`config.mk`:
```
export PLATFORM = sky130hd
export DESIGN_NAME = mux_arb
export DESIGN_NICKNAME = d
export VERILOG_FILES = /design/src/rtl/mux_arb.sv
export SDC_FILE = /design/constraint.sdc
export NUM_CORES = 1
export LEC_CHECK = 0
export CAP_MARGIN = 15
export CORE_UTILIZATION = 45
export CTS_CLUSTER_DIAMETER = 60
export DETAILED_ROUTE_END_ITERATION = 10
export MAX_ROUTING_LAYER = met4
export PLACE_DENSITY = 0.88
export RECOVER_POWER = 25
export SLEW_MARGIN = 0
export SYNTH_ARGS = -nofsm -noshare
export SYNTH_HDL_FRONTEND = slang
export SYNTH_SLANG_ARGS = --single-unit
```
`constraint.sdc`:
```
create_clock -name clk -period 5.2 [get_ports clk]
set_input_delay 0.52 -clock clk [delete_from_list [all_inputs] [get_ports clk]]
set_output_delay 0.52 -clock clk [all_outputs]
set_load 0.1 [all_outputs]
```
`src/rtl/mux_arb.sv`:
```
// mux_arb: N-to-1 arbitrating multiplexer with a one-entry registered output stage.
//
// Each cycle one valid input channel is granted, either by round-robin from a
// rotating pointer or by fixed priority (lowest index wins). The granted word
// and its channel index are captured in the output register whenever that
// register is empty or is being drained in the same cycle. This gives a
// throughput of one word per cycle.
//
// Ports:
//   clk          clock, rising edge
//   rst_n        asynchronous active-low reset
//   mode_i       0 = round-robin, 1 = fixed priority
//   in_data_i    N words of WIDTH bits; channel i at [i*WIDTH +: WIDTH]
//   in_valid_i   per-channel offer
//   in_ready_o   per-channel accept (at most one bit high)
//   out_data_o   registered selected word
//   out_sel_o    registered index of the channel that supplied out_data_o
//   out_valid_o  out_data_o/out_sel_o hold a word
//   out_ready_i  downstream accepts the word
module mux_arb #(
   parameter int unsigned N     = 4,
   parameter int unsigned WIDTH = 8,
   localparam int unsigned SW   = $clog2(N)
) (
   input  logic               clk,
   input  logic               rst_n,
   input  logic               mode_i,
   input  logic [N*WIDTH-1:0] in_data_i,
   input  logic [N-1:0]       in_valid_i,
   output logic [N-1:0]       in_ready_o,
   output logic [WIDTH-1:0]   out_data_o,
   output logic [SW-1:0]      out_sel_o,
   output logic               out_valid_o,
   input  logic               out_ready_i
);

   logic [SW-1:0]    ptr_q, ptr_d;
   logic             out_valid_q, out_valid_d;
   logic [WIDTH-1:0] out_data_q, out_data_d;
   logic [SW-1:0]    out_sel_q, out_sel_d;

   logic             load;
   logic             gnt_found;
   logic [SW-1:0]    gnt_idx;
   logic             xfer;
   logic [WIDTH-1:0] gnt_data;

   // The output register can take a new word when it is empty or draining now.
   assign load = !out_valid_q || out_ready_i;
   assign xfer = load && gnt_found;

   // Grant search. Candidate j is visited in search order; in fixed-priority
   // mode the order starts at 0, otherwise it starts at the pointer and wraps.
   always_comb begin
      logic [N-1:0] rot;
      int unsigned  j;
      gnt_found = 1'b0;
      gnt_idx   = '0;
      rot       = '0;
      j         = 0;
      for (int unsigned k = 0; k < N; k++) begin
         if (mode_i) begin
            j = k;
         end else begin
            j = (32'(ptr_q) + k) % N;
         end
         rot = in_valid_i >> j;
         if (!gnt_found && rot[0]) begin
            gnt_found = 1'b1;
            gnt_idx   = SW'(j);
         end
      end
   end

   // Select the granted channel's word.
   always_comb begin
      gnt_data = '0;
      for (int unsigned i = 0; i < N; i++) begin
         if (gnt_idx == SW'(i)) begin
            gnt_data = in_data_i[i*WIDTH +: WIDTH];
         end
      end
   end

   // One-hot accept. It is gated by reset so that nothing is accepted while the
   // block is held in reset, even though the output register looks empty.
   always_comb begin
      in_ready_o = '0;
      for (int unsigned i = 0; i < N; i++) begin
         in_ready_o[i] = rst_n && xfer && (gnt_idx == SW'(i));
      end
   end

   always_comb begin
      ptr_d       = ptr_q;
      out_valid_d = out_valid_q;
      out_data_d  = out_data_q;
      out_sel_d   = out_sel_q;
      if (xfer) begin
         out_valid_d = 1'b1;
         out_data_d  = gnt_data;
         out_sel_d   = gnt_idx;
         if (!mode_i) begin
            ptr_d = (gnt_idx == SW'(N - 1)) ? '0 : gnt_idx + SW'(1);
         end
      end else if (out_ready_i) begin
         out_valid_d = 1'b0;
      end
   end

   always_ff @(posedge clk or negedge rst_n) begin
      if (!rst_n) begin
         ptr_q       <= '0;
         out_valid_q <= 1'b0;
         out_data_q  <= '0;
         out_sel_q   <= '0;
      end else begin
         ptr_q       <= ptr_d;
         out_valid_q <= out_valid_d;
         out_data_q  <= out_data_d;
         out_sel_q   <= out_sel_d;
      end
   end

   assign out_valid_o = out_valid_q;
   assign out_data_o  = out_data_q;
   assign out_sel_o   = out_sel_q;

endmodule

```
==> results of run 1 <==
critical path, cell delays in order:
cell and delay [ps]:
clkdlybuf4s50_1 690, nand2b_1 300, o22ai_1 140, or4b_4 550
mux2_2 300, a21oi_1 210, ha_1 530, and3_2 280
buf_4 280
sequential cells by signal (all words and copies together) (netlist names):
| register | flops |
|---|---|
| ptr_q | 2 |
| out_valid_o | 1 |
| out_sel_o | 2 |
| out_data_o | 8 |
worst max path at each step:
stage | startpoint | end | slack [ps] | cells past startpoint
finish | mode_i | in_ready_o[3] | 890 | 9
global route | mode_i | in_ready_o[3] | 730 | 9
CTS | mode_i | in_ready_o[3] | 910 | 9
detailed placement | mode_i | in_ready_o[3] | 920 | 9
global placement | mode_i | in_ready_o[3] | 1000 | 9
floorplan | mode_i | in_ready_o[3] | 1630 | 10
kinds of logic (layout without fill, tap and decap cells):
| kind of cell | count (synthesis) | in the layout |
|---|---|---|
| and+or+nand+nor | 52 | 52 |
| AOI/OAI and AO/OA | 37 | 37 |
| DFF | 13 | 13 |
| muxes | 12 | 12 |
| buffers and inverters | 11 | 60 |
| adders and majority gates | 4 | 4 |
| xor gates and xnor gates | 1 | 1 |
layer usage:
layer,GRT usage [%],wire (um),up-vias
met3,6.21,119,4
met1,28.8,1450,596
met4,5.56,25,0
met2,41.8,1810,36
met5,-,0,-
li1,-,-,587
power by group through the flow:
| stage | Sequential (W) | Combinational (W) | Clock, W |
|---|---|---|---|
| finish | 0.000192 | 0.000833 | 0.0000613 |
| global route | 0.000198 | 0.000885 | 0.0000670 |
| CTS | 0.000191 | 0.000831 | 0.0000638 |
| detailed placement | 0.000192 | 0.000829 | 0 |
| global placement | 0.000189 | 0.000812 | 0 |
| floorplan | 0.000437 | 0.000409 | 0 |
per-stage QoR:
step           instances  hold slack (ps)  instance area [um2]  util [%]  power, W
2_1_floorplan        130              224                 1220         -  0.000846
3_3_place_gp         205              493                 1720      68.4   0.00100
3_5_place_dp         205              496                 1720      68.4   0.00102
4_1_cts              209              518                 1750      69.4   0.00109
5_1_grt              209              527                 1750      69.4   0.00115
6_report             209              511                 1750      69.4   0.00109
cell type report:
type | instances | area, um2 | area share (%)
Sequential cell | 13 | 325 | 18.6
Multi-Input combinational cell | 106 | 823 | 47.0
Inverter | 2 | 7.51 | 0.429
Tap cell | 30 | 37.5 | 2.14
Timing Repair Buffer | 54 | 531 | 30.3
Clock buffer | 4 | 26.3 | 1.50
placed cells by master (no fill, tap or decap), types with 2 or more instances in the layout:
cell type        netlist  layout
clkdlybuf4s50_1        0      49
nand2_1               13      13
dfrtp_1               13      13
nor2b_1               10      10
a221oi_1               7       7
o31ai_1                7       7
a21oi_1                6       6
mux2_2                 6       6
mux2_4                 5       5
and3_2                 4       4
ha_1                   4       4
buf_4                  0       4
o21a_1                 3       3
nor3_1                 3       3
nand2b_1               3       3
o21ai_0                3       3
clkbuf_4               0       3
inv_1                  2       2
nand3b_1               2       2
or2b_1                 2       2
o22ai_1                2       2
nor2_1                 2       2
or4b_4                 2       2
synthesized netlist by cell type (4+ instances only):
master | n | area share [%]
and3_2 | 4 | 2.5
mux2_4 | 5 | 6.2
o31ai_1 | 7 | 4.3
a221oi_1 | 7 | 5.0
clkbuf_1 | 4 | 1.2
nor2b_1 | 10 | 5.1
ha_1 | 4 | 4.1
nand2_1 | 13 | 4.0
a21oi_1 | 6 | 2.5
mux2_2 | 6 | 5.5
dfrtp_1 | 13 | 27
==> results.py, run 1 <==
metrics = {
    "sta": {
        "tightest_slew_ps": 1010,
        "max_slew_margin_pct": 32.5,
        "rsz0062_at_grt": "false",
        "worst_slack_ps": 889,
        "slew_violations": 0,
        "min_period_ps": 4310,
        "setup_tns_ps": 0,
        "setup_viol": 0,
        "fin_worst_skew_ps": 2.08,
        "hold_violations": 0,
        "min_period_over_period_pct": 82.9,
        "max_freq_mhz": 232,
    },
    "place": {
        "place_ws_ps": 919,
        "place_congestion": 0.922,
        "place_hpwl_mm": 2.66,
        "port_buffers": 54,
    },
    "die": {
        "die-area_um2": 2920,
        "row_count": 18,
        "start_util_pct": 48.3,
        "ioPinCount": 55,
        "die_x_um": 54.0,
        "dieHeight_um": 54.0,
        "design.core.area_um2": 2520,
    },
    "grt": {
        "grt_max_degree": 18,
        "antenna_found_initial": 0,
        "overflow": 0,
        "grt_pass1_vias": 1130,
        "grt.total_usage_pct": 24.5,
        "grt_pass1_wl_mm": 4.98,
    },
    "cts": {
        "clock-sinks": 13,
        "clk-insertion-delay-late_ps": 270,
        "clk_pin_slew_worst_paths_ps": 70,
        "cts.hold.buffers_added": 0,
        "cts_root_buf": "clkbuf_4",
        "numCtsBuffers": 3,
        "postCtsSetupRepairBufs": 0,
        "cts_tree": "built",
        "h-tree-depth": 1,
        "cts.repair.resized": 0,
        "clockBufferDepth": 2,
    },
    "logic_synthesis": {
        "async_flop_share_pct": 100,
        "synth_compound_area_share_pct": 23.2,
        "netlist_area_um2": 1220,
        "synth_cell_type_count": 47,
        "synth_top_family_by_area": "simple AND/OR/NAND/NOR gates",
        "synth_edf_count": 0,
        "syn_inst": 130,
        "ys_ff_latch": 13,
        "avgSynthCellArea_um2": 9.37,
        "synth_xor_area_share_pct": 0.719,
        "synthFlopType": "dfrtp_1",
        "ys_warn_count": 0,
        "synth_fp_nets": 174,
        "synthAdderAreaFrac_pct": 4.11,
        "synth_simple_gate_area_share_pct": 27.0,
        "yosysSeqAreaShare_pct": 26.7,
        "synthMuxAreaShare_pct": 12.5,
    },
    "setup_path": {
        "required_ps": 4680,
        "worstSetupPathType": "input port to primary output",
        "reg2reg_to": "out_data_o[3]",
        "cp-start-kind": "input port",
        "cp.arrival_ps": 3790,
        "worst_r2r_path_depth": 10,
        "worstPathMaxFanout": 17,
        "regToRegSetupSlack_ps": 1720,
        "crit_path_end_kind": "primary output",
        "r2r_start": "ptr_q[0]",
    },
    "power": {
        "p_switching_w": 0.000608,
        "leakage_nw": 0.717,
        "intPower_w": 0.000478,
        "p_comb_share_pct": 76.7,
        "p_per_area_nw_per_um2": 620,
        "pwr-share-clk_pct": 5.6,
        "swShare_pct": 56.0,
        "peakVddDrop_uv": 592,
        "pwr-share-seq_pct": 17.6,
    },
    "final_layout": {
        "nets": 224,
        "area_growth_syn_to_layout_pct": 43.6,
        "antenna-diode-count": 0,
        "fillers": 197,
        "final_layout_size_suffix_gt1_share_pct": 17.9,
    },
    "drt": {
        "routed_wl_mm": 3.40,
        "ant_nets": 0,
        "firstDrtPassIters": 4,
        "vias_per_cell": 5.85,
        "wl_per_cell_um": 16.3,
        "drtIter0Drc": 38,
        "vias": 1223,
        "drc_errors": 0,
    },
    "hold_path": {
        "min_path_type": "register to register",
        "holdPathStages": 1,
        "min_from": "out_data_o[4]",
        "min_to": "out_data_o[4]",
    },
    "status": {
        "status": "completed",
    },
    "flow_run": {
        "cap_violations": 0,
    },
}
No activity file was read; power rests on OpenSTA's default activity.
==> inputs of run 2 (changes only) <==
--- a/config.mk
+++ b/config.mk
@@ -6,11 +6,11 @@
 export NUM_CORES = 1
 export LEC_CHECK = 0
 export CAP_MARGIN = 15
-export CORE_UTILIZATION = 45
+export CORE_UTILIZATION = 42
 export CTS_CLUSTER_DIAMETER = 60
 export DETAILED_ROUTE_END_ITERATION = 10
 export MAX_ROUTING_LAYER = met4
-export PLACE_DENSITY = 0.88
+export PLACE_DENSITY = 0.83
 export RECOVER_POWER = 25
 export SLEW_MARGIN = 0
 export SYNTH_ARGS = -nofsm -noshare
==> constraint.sdc (replaced) <==
create_clock -name clk -period 4.4 [get_ports clk]
set_input_delay 0.44 -clock clk [delete_from_list [all_inputs] [get_ports clk]]
set_output_delay 0.44 -clock clk [all_outputs]
set_load 0.1 [all_outputs]
==> run 2 against run 1 <==
- cell area up 2.6%
- combinational power up 19%
- flip-flop and latch count unchanged
- sequential share of layout area down 0.48 points
- worst hold slack better by 0.51 ps
- die area up 6.9%
- register-to-register slack worse by 800 ps
- critical path type unchanged
==> results.py, run 2 (same netlist as run 1, synthesis figures left out) <==
metrics = {
    "sta": {
        "fin_worst_skew_ps": 2.97,
        "min_period_ps": 3960,
        "rsz0062_at_grt": "false",
        "max_slew_margin_pct": 33.7,
        "max_freq_mhz": 253,
        "setup_tns_ps": 0,
        "min_period_over_period_pct": 90.0,
        "hold_violations": 0,
        "whs_ps": 512,
        "slew_violations": 0,
        "setup_viol": 0,
        "tightest_slew_ps": 991,
    },
    "drt": {
        "vias_per_cell": 5.80,
        "drc_errors": 0,
        "firstDrtPassIters": 4,
        "routed_wl_mm": 3.46,
        "drtIter0Drc": 44,
        "wl_per_cell_um": 16.4,
        "ant_nets": 0,
        "vias": 1224,
    },
    "grt": {
        "grt_max_degree": 18,
        "grt_pass1_vias": 1193,
        "grt_busiest_layer": "met2",
        "antenna_found_initial": 0,
        "overflow": 0,
        "met1_usage_pct": 31.9,
        "gr-usage-met2_pct": 37.5,
        "grt_pass1_wl_mm": 5.73,
        "grt.total_usage_pct": 24.1,
        "globalRouteMet3Util_pct": 4.42,
    },
    "setup_path": {
        "path_buf_inv": 2,
        "required_ps": 3960,
        "crit_family": "simple AND/OR/NAND/NOR gates",
        "cp-start-kind": "input port",
        "slowest_delay_ps": 670,
        "worstSetupPathType": "input port to primary output",
        "r2r_start": "ptr_q[0]",
        "cp_cell_sequence": "clkdlybuf4s50_1, nand2b_1, o22ai_1, or4b_4, a21oi_1, a21o_1, ha_1, and3_2, buf_12",
        "crit_path_start": "mode_i",
        "crit_path_end_kind": "primary output",
        "crit_slowest_cell": "clkdlybuf4s50_1",
        "worstPathMaxFanout": 17,
        "cp.arrival_ps": 3520,
    },
    "final_layout": {
        "stdcell_count": 211,
        "area_growth_syn_to_layout_pct": 47.4,
        "fillers": 221,
        "largest_reg_flops": 8,
        "mostFrequentLayoutCells": "clkdlybuf4s50_1 (49), nand2_1 (13), dfrtp_1 (13), nor2b_1 (10)",
        "nets": 225,
        "finish.instance_area_um2": 1800,
        "antenna-diode-count": 0,
        "final_layout_size_suffix_gt1_share_pct": 18.3,
        "final_util_pct": 65.2,
        "final_common_cell": "clkdlybuf4s50_1",
    },
    "cts": {
        "cts_tree": "built",
        "cts.hold.buffers_added": 0,
        "clk-insertion-delay-late_ps": 280,
        "postCtsSetupRepairBufs": 0,
        "h-tree-depth": 1,
        "clock-sinks": 13,
        "cts_root_buf": "clkbuf_4",
        "numCtsBuffers": 3,
        "cts.repair.resized": 0,
        "clk_pin_slew_worst_paths_ps": 90,
        "clockBufferDepth": 2,
    },
    "die": {
        "start_util_pct": 44.2,
        "dieHeight_um": 55.9,
        "row_count": 19,
        "die_x_um": 55.9,
        "die-area_um2": 3120,
        "design.core.area_um2": 2760,
        "ioPinCount": 55,
    },
    "place": {
        "port_buffers": 54,
        "placed_cell_area_um2": 1770,
        "place_congestion": 0.914,
        "place_hpwl_mm": 2.59,
        "dp.cells": 207,
    },
    "hold_path": {
        "min_path_type": "register to register",
        "min_from": "out_sel_o[1]",
    },
    "status": {
        "status": "completed",
    },
    "power": {
        "p_per_area_nw_per_um2": 721,
        "swShare_pct": 55.5,
        "leakage_nw": 0.731,
        "intPower_w": 0.000577,
        "p_comb_share_pct": 76.3,
        "pwr-share-clk_pct": 6.1,
        "pwr-share-seq_pct": 17.6,
        "p_switching_w": 0.000719,
        "peakVddDrop_uv": 594,
    },
    "flow_run": {
        "cap_violations": 0,
    },
}
[run 2: cell types whose count changed in the layout (fill, tap and decap cells not counted), sizes merged]
cell  delta
buf      +1
[run 2: layer usage]
| layer | vias to the layer above | part of all wire, % |
|---|---|---|
| met2 | 73 | 45 |
| met5 | - | 0 |
| li1 | 589 | - |
| met4 | 0 | 1.2 |
| met1 | 553 | 46 |
| met3 | 9 | 8.0 |
[run 2: area by class of cell]
type | instances | area, um2 | share of cell area (%)
tap | 31 | 38.8 | 2.16
inverter | 2 | 7.51 | 0.418
sequential | 13 | 325 | 18.1
multi-input combinational | 106 | 823 | 45.8
clock buffer | 4 | 26.3 | 1.46
timing repair buffer | 55 | 576 | 32.0
[run 2: power groups by stage]
| stage | Sequential (W) | Combinational (W) | Clock, W |
|---|---|---|---|
| floorplan | 0.000516 | 0.000483 | 0 |
| CTS | 0.000227 | 0.000990 | 0.0000803 |
| global placement | 0.000226 | 0.000975 | 0 |
| finish | 0.000228 | 0.000989 | 0.0000792 |
| global route | 0.000236 | 0.00105 | 0.0000879 |
| detailed placement | 0.000229 | 0.000987 | 0 |
[run 2: path summary, 6_finish.rpt]
| check | end | slack (ps) | depth (start not counted) |
|---|---|---|---|
| setup / recovery | in_ready_o[2] | 440 | 9 |
| hold / removal | out_sel_o[1] | 510 | 1 |
| setup reg to reg | out_data_o[1] | 920 | 10 |
| hold reg to reg | out_sel_o[1] | 510 | 1 |
| max in group asynchronous | ptr_q[1] | 3290 | 1 |
| min in group asynchronous | out_data_o[4] | 650 | 1 |
[run 2: metrics by stage]
| step | worst slack (ps) | total power [W] |
|---|---|---|
| global placement | 521 | 0.00120 |
| detailed placement | 400 | 0.00122 |
| global route | 240 | 0.00138 |
| floorplan | 992 | 0.00100 |
| CTS | 457 | 0.00130 |
| finish | 442 | 0.00130 |
==> inputs of run 3 (changes only) <==
--- a/config.mk
+++ b/config.mk
@@ -12,6 +12,7 @@
 export MAX_ROUTING_LAYER = met4
 export PLACE_DENSITY = 0.83
 export RECOVER_POWER = 25
+export SETUP_SLACK_MARGIN = 0.02
 export SLEW_MARGIN = 0
 export SYNTH_ARGS = -nofsm -noshare
 export SYNTH_HDL_FRONTEND = slang
==> results of run 3 <==
Final layout, timing and power as in run 2 (identical DEF).
==> RTL change: new RTL, config.mk and constraints of run 2 <==
`WIDTH`: 8 -> 10.
--- a/src/rtl/mux_arb.sv
+++ b/src/rtl/mux_arb.sv
@@ -19,7 +19,7 @@
 //   out_ready_i  downstream accepts the word
 module mux_arb #(
    parameter int unsigned N     = 4,
-   parameter int unsigned WIDTH = 8,
+   parameter int unsigned WIDTH = 10,
    localparam int unsigned SW   = $clog2(N)
 ) (
    input  logic               clk,
Ports: changed (resized in_data_i and out_data_o); port bits go from 55 to 65. The function was not compared with the original's and may differ.
==> RTL change against run 2 <==
Count of clock-buffer cells in the layout unchanged. Non-clock buffer count up 11. Via count shrank 2.5%. Power down 15%. Clock power rose by 3.8%. Worst setup slack gained 0.51 ns. Core utilization rose by 6.1 points. Routed wire length shrank 6.6%. Synthesized area down 11%. Cell area decreased by 2.6%. Sequential cell count grew 2. Largest power group unchanged. Highest routed layer unchanged.
==> RTL change: results (changes against run 2) <==
----------------------------------------------------
[Power and ir drop]
  Max IR drop VDD ... 0.610 mV (+2.8%)
  Sequential share of power ... 21.1% (+3.5 points)
  Leakage dissipation ... 0.685 nW (-6.3%)
  Share of total power in the clock network ... 7.5% (+1.4 points)
  Combinational gate power ... 0.785 mW (-21%)
  Internal Power ... 0.471 mW (-18%)

[CTS]
  Clock latency at the later pin of the worst-skew pair ... 0.29 ns

[Yosys]
  Compound-cell area share of the yosys netlist ... 31.4% (+8.2 points)
  Area contributors post-synth ... sky130_fd_sc_hd__dfrtp_1, sky130_fd_sc_hd__a221o_1, sky130_fd_sc_hd__o211ai_1, sky130_fd_sc_hd__a31oi_1, sky130_fd_sc_hd__nor2_1
  Share of synthesized area spent on multiplexers ... 2.08% (-10 points)
  Adder and majority cell fraction of the synthesized area ... 4.61% (+0.51 points)
  Mean instance size in the synthesized netlist ... 8.89 µm² (-5.1%)
  Xor-xnor portion of the synthesized cell area ... 0% (-0.72 points)
  Library cells used by synthesis ... 34 (-28%)
  Top cells by instance count after synthesis ... sky130_fd_sc_hd__dfrtp_1, sky130_fd_sc_hd__nor2_1, sky130_fd_sc_hd__nand2_1

[Placed design]
  HPWL after detailed placement ... 2550 µm (-1.5%)
  Number of buffers added on ports ... 64 (+19%)

[GRT]
  First-pass GRT wire length ... 5050 µm (-12%)
  Global-route total usage across every layer ... 25.8% (+1.7 points)

[Layout]
  Post-route non-filler standard cell count ... 214 (+1.4%)
  Fin nets ... 237 (+5.3%)
  Share of post-route cells with drive strength above 1 ... 8.70% (-9.6 points)
  Number of flip-flops in the largest register ... 10 (+2)

[Route]
  Wire length on met1 ... 1420 µm (-11%)
  Total detailed-routing wirelength ... 3230 µm (-6.6%)
  Detailed-routed wire length on met2 ... 1610 µm (+4.0%)
  Iteration-0 DRC count of the detailed router ... 28 (-36%)
  Routed wl met3 ... 160 µm (-42%)
  Routed via count divided by cell count ... 5.58 (-3.8%)

[Setup path]
  Worst Path Max Fanout ... 13 (-4)
  Slowest cell delay on critical path ... 0.58 ns (-0.09 ns)
  Top cell family by delay on the critical path ... buffers and inverters
  CP startpoint ... in_valid_i[3]

[STA]
  Worst-Margin Slew ... 0.990 ns (-0.000930 ns)
  Post-Route Skew ... 0.00532 ns (+0.00235 ns)

[Run status]
  Run status ... finished, final reports clean

----------------------------------------------------
RTL change: cell count changes in the layout (fill, tap and decap cells not counted), moves of 4 or more:
cell                              before  now
sky130_fd_sc_hd__mux2_4                5    0
sky130_fd_sc_hd__a221oi_1              7    0
sky130_fd_sc_hd__clkdlybuf4s50_1      49   59
sky130_fd_sc_hd__nor2_1                2   14
sky130_fd_sc_hd__a221o_1               0    9
sky130_fd_sc_hd__nor2b_1              10    4
sky130_fd_sc_hd__o211ai_1              0    9
sky130_fd_sc_hd__and3_2                4    0
sky130_fd_sc_hd__a31oi_1               1   10
sky130_fd_sc_hd__o31ai_1               7    0
sky130_fd_sc_hd__mux2_2                6    2
RTL change: final cells by class:
| class | instances | area, µm² |
|---|---|---|
| clock buffer | 4 | 26.3 |
| fill | 195 | 706 |
| inverter | 5 | 18.8 |
| multi-input combinational | 94 | 649 |
| sequential | 15 | 375 |
| tap | 30 | 37.5 |
| timing repair buffer | 66 | 642 |
RTL change: layer usage:
metal / vias up / GRT usage, %
met1: 548 / 32.4
met2: 52 / 41.4
met4: 0 / 9.21
li1: 587 / -
met5: - / -
met3: 7 / 4.64
RTL change: path summary, 6_finish.rpt:
kind / end / depth (start not counted) / slack [ns]
worst max-delay path: in_ready_o[3] / 8 / 0.95
worst min-delay path: out_sel_o[1] / 1 / 0.52
worst max register to register: out_data_o[9] / 9 / 1.48
worst min register to register: out_sel_o[1] / 1 / 0.52
max in group asynchronous: out_data_o[3] / 2 / 3.00
min in group asynchronous: out_data_o[0] / 2 / 0.82
RTL change: kinds of logic after synthesis:
group / after synthesis
multiplexers: 2
adder cells (fa/ha/maj): 4
AO/OA/AOI/OAI: 44
AND/OR/NAND/NOR: 44
flip-flops: 15
buffers and inverters: 13
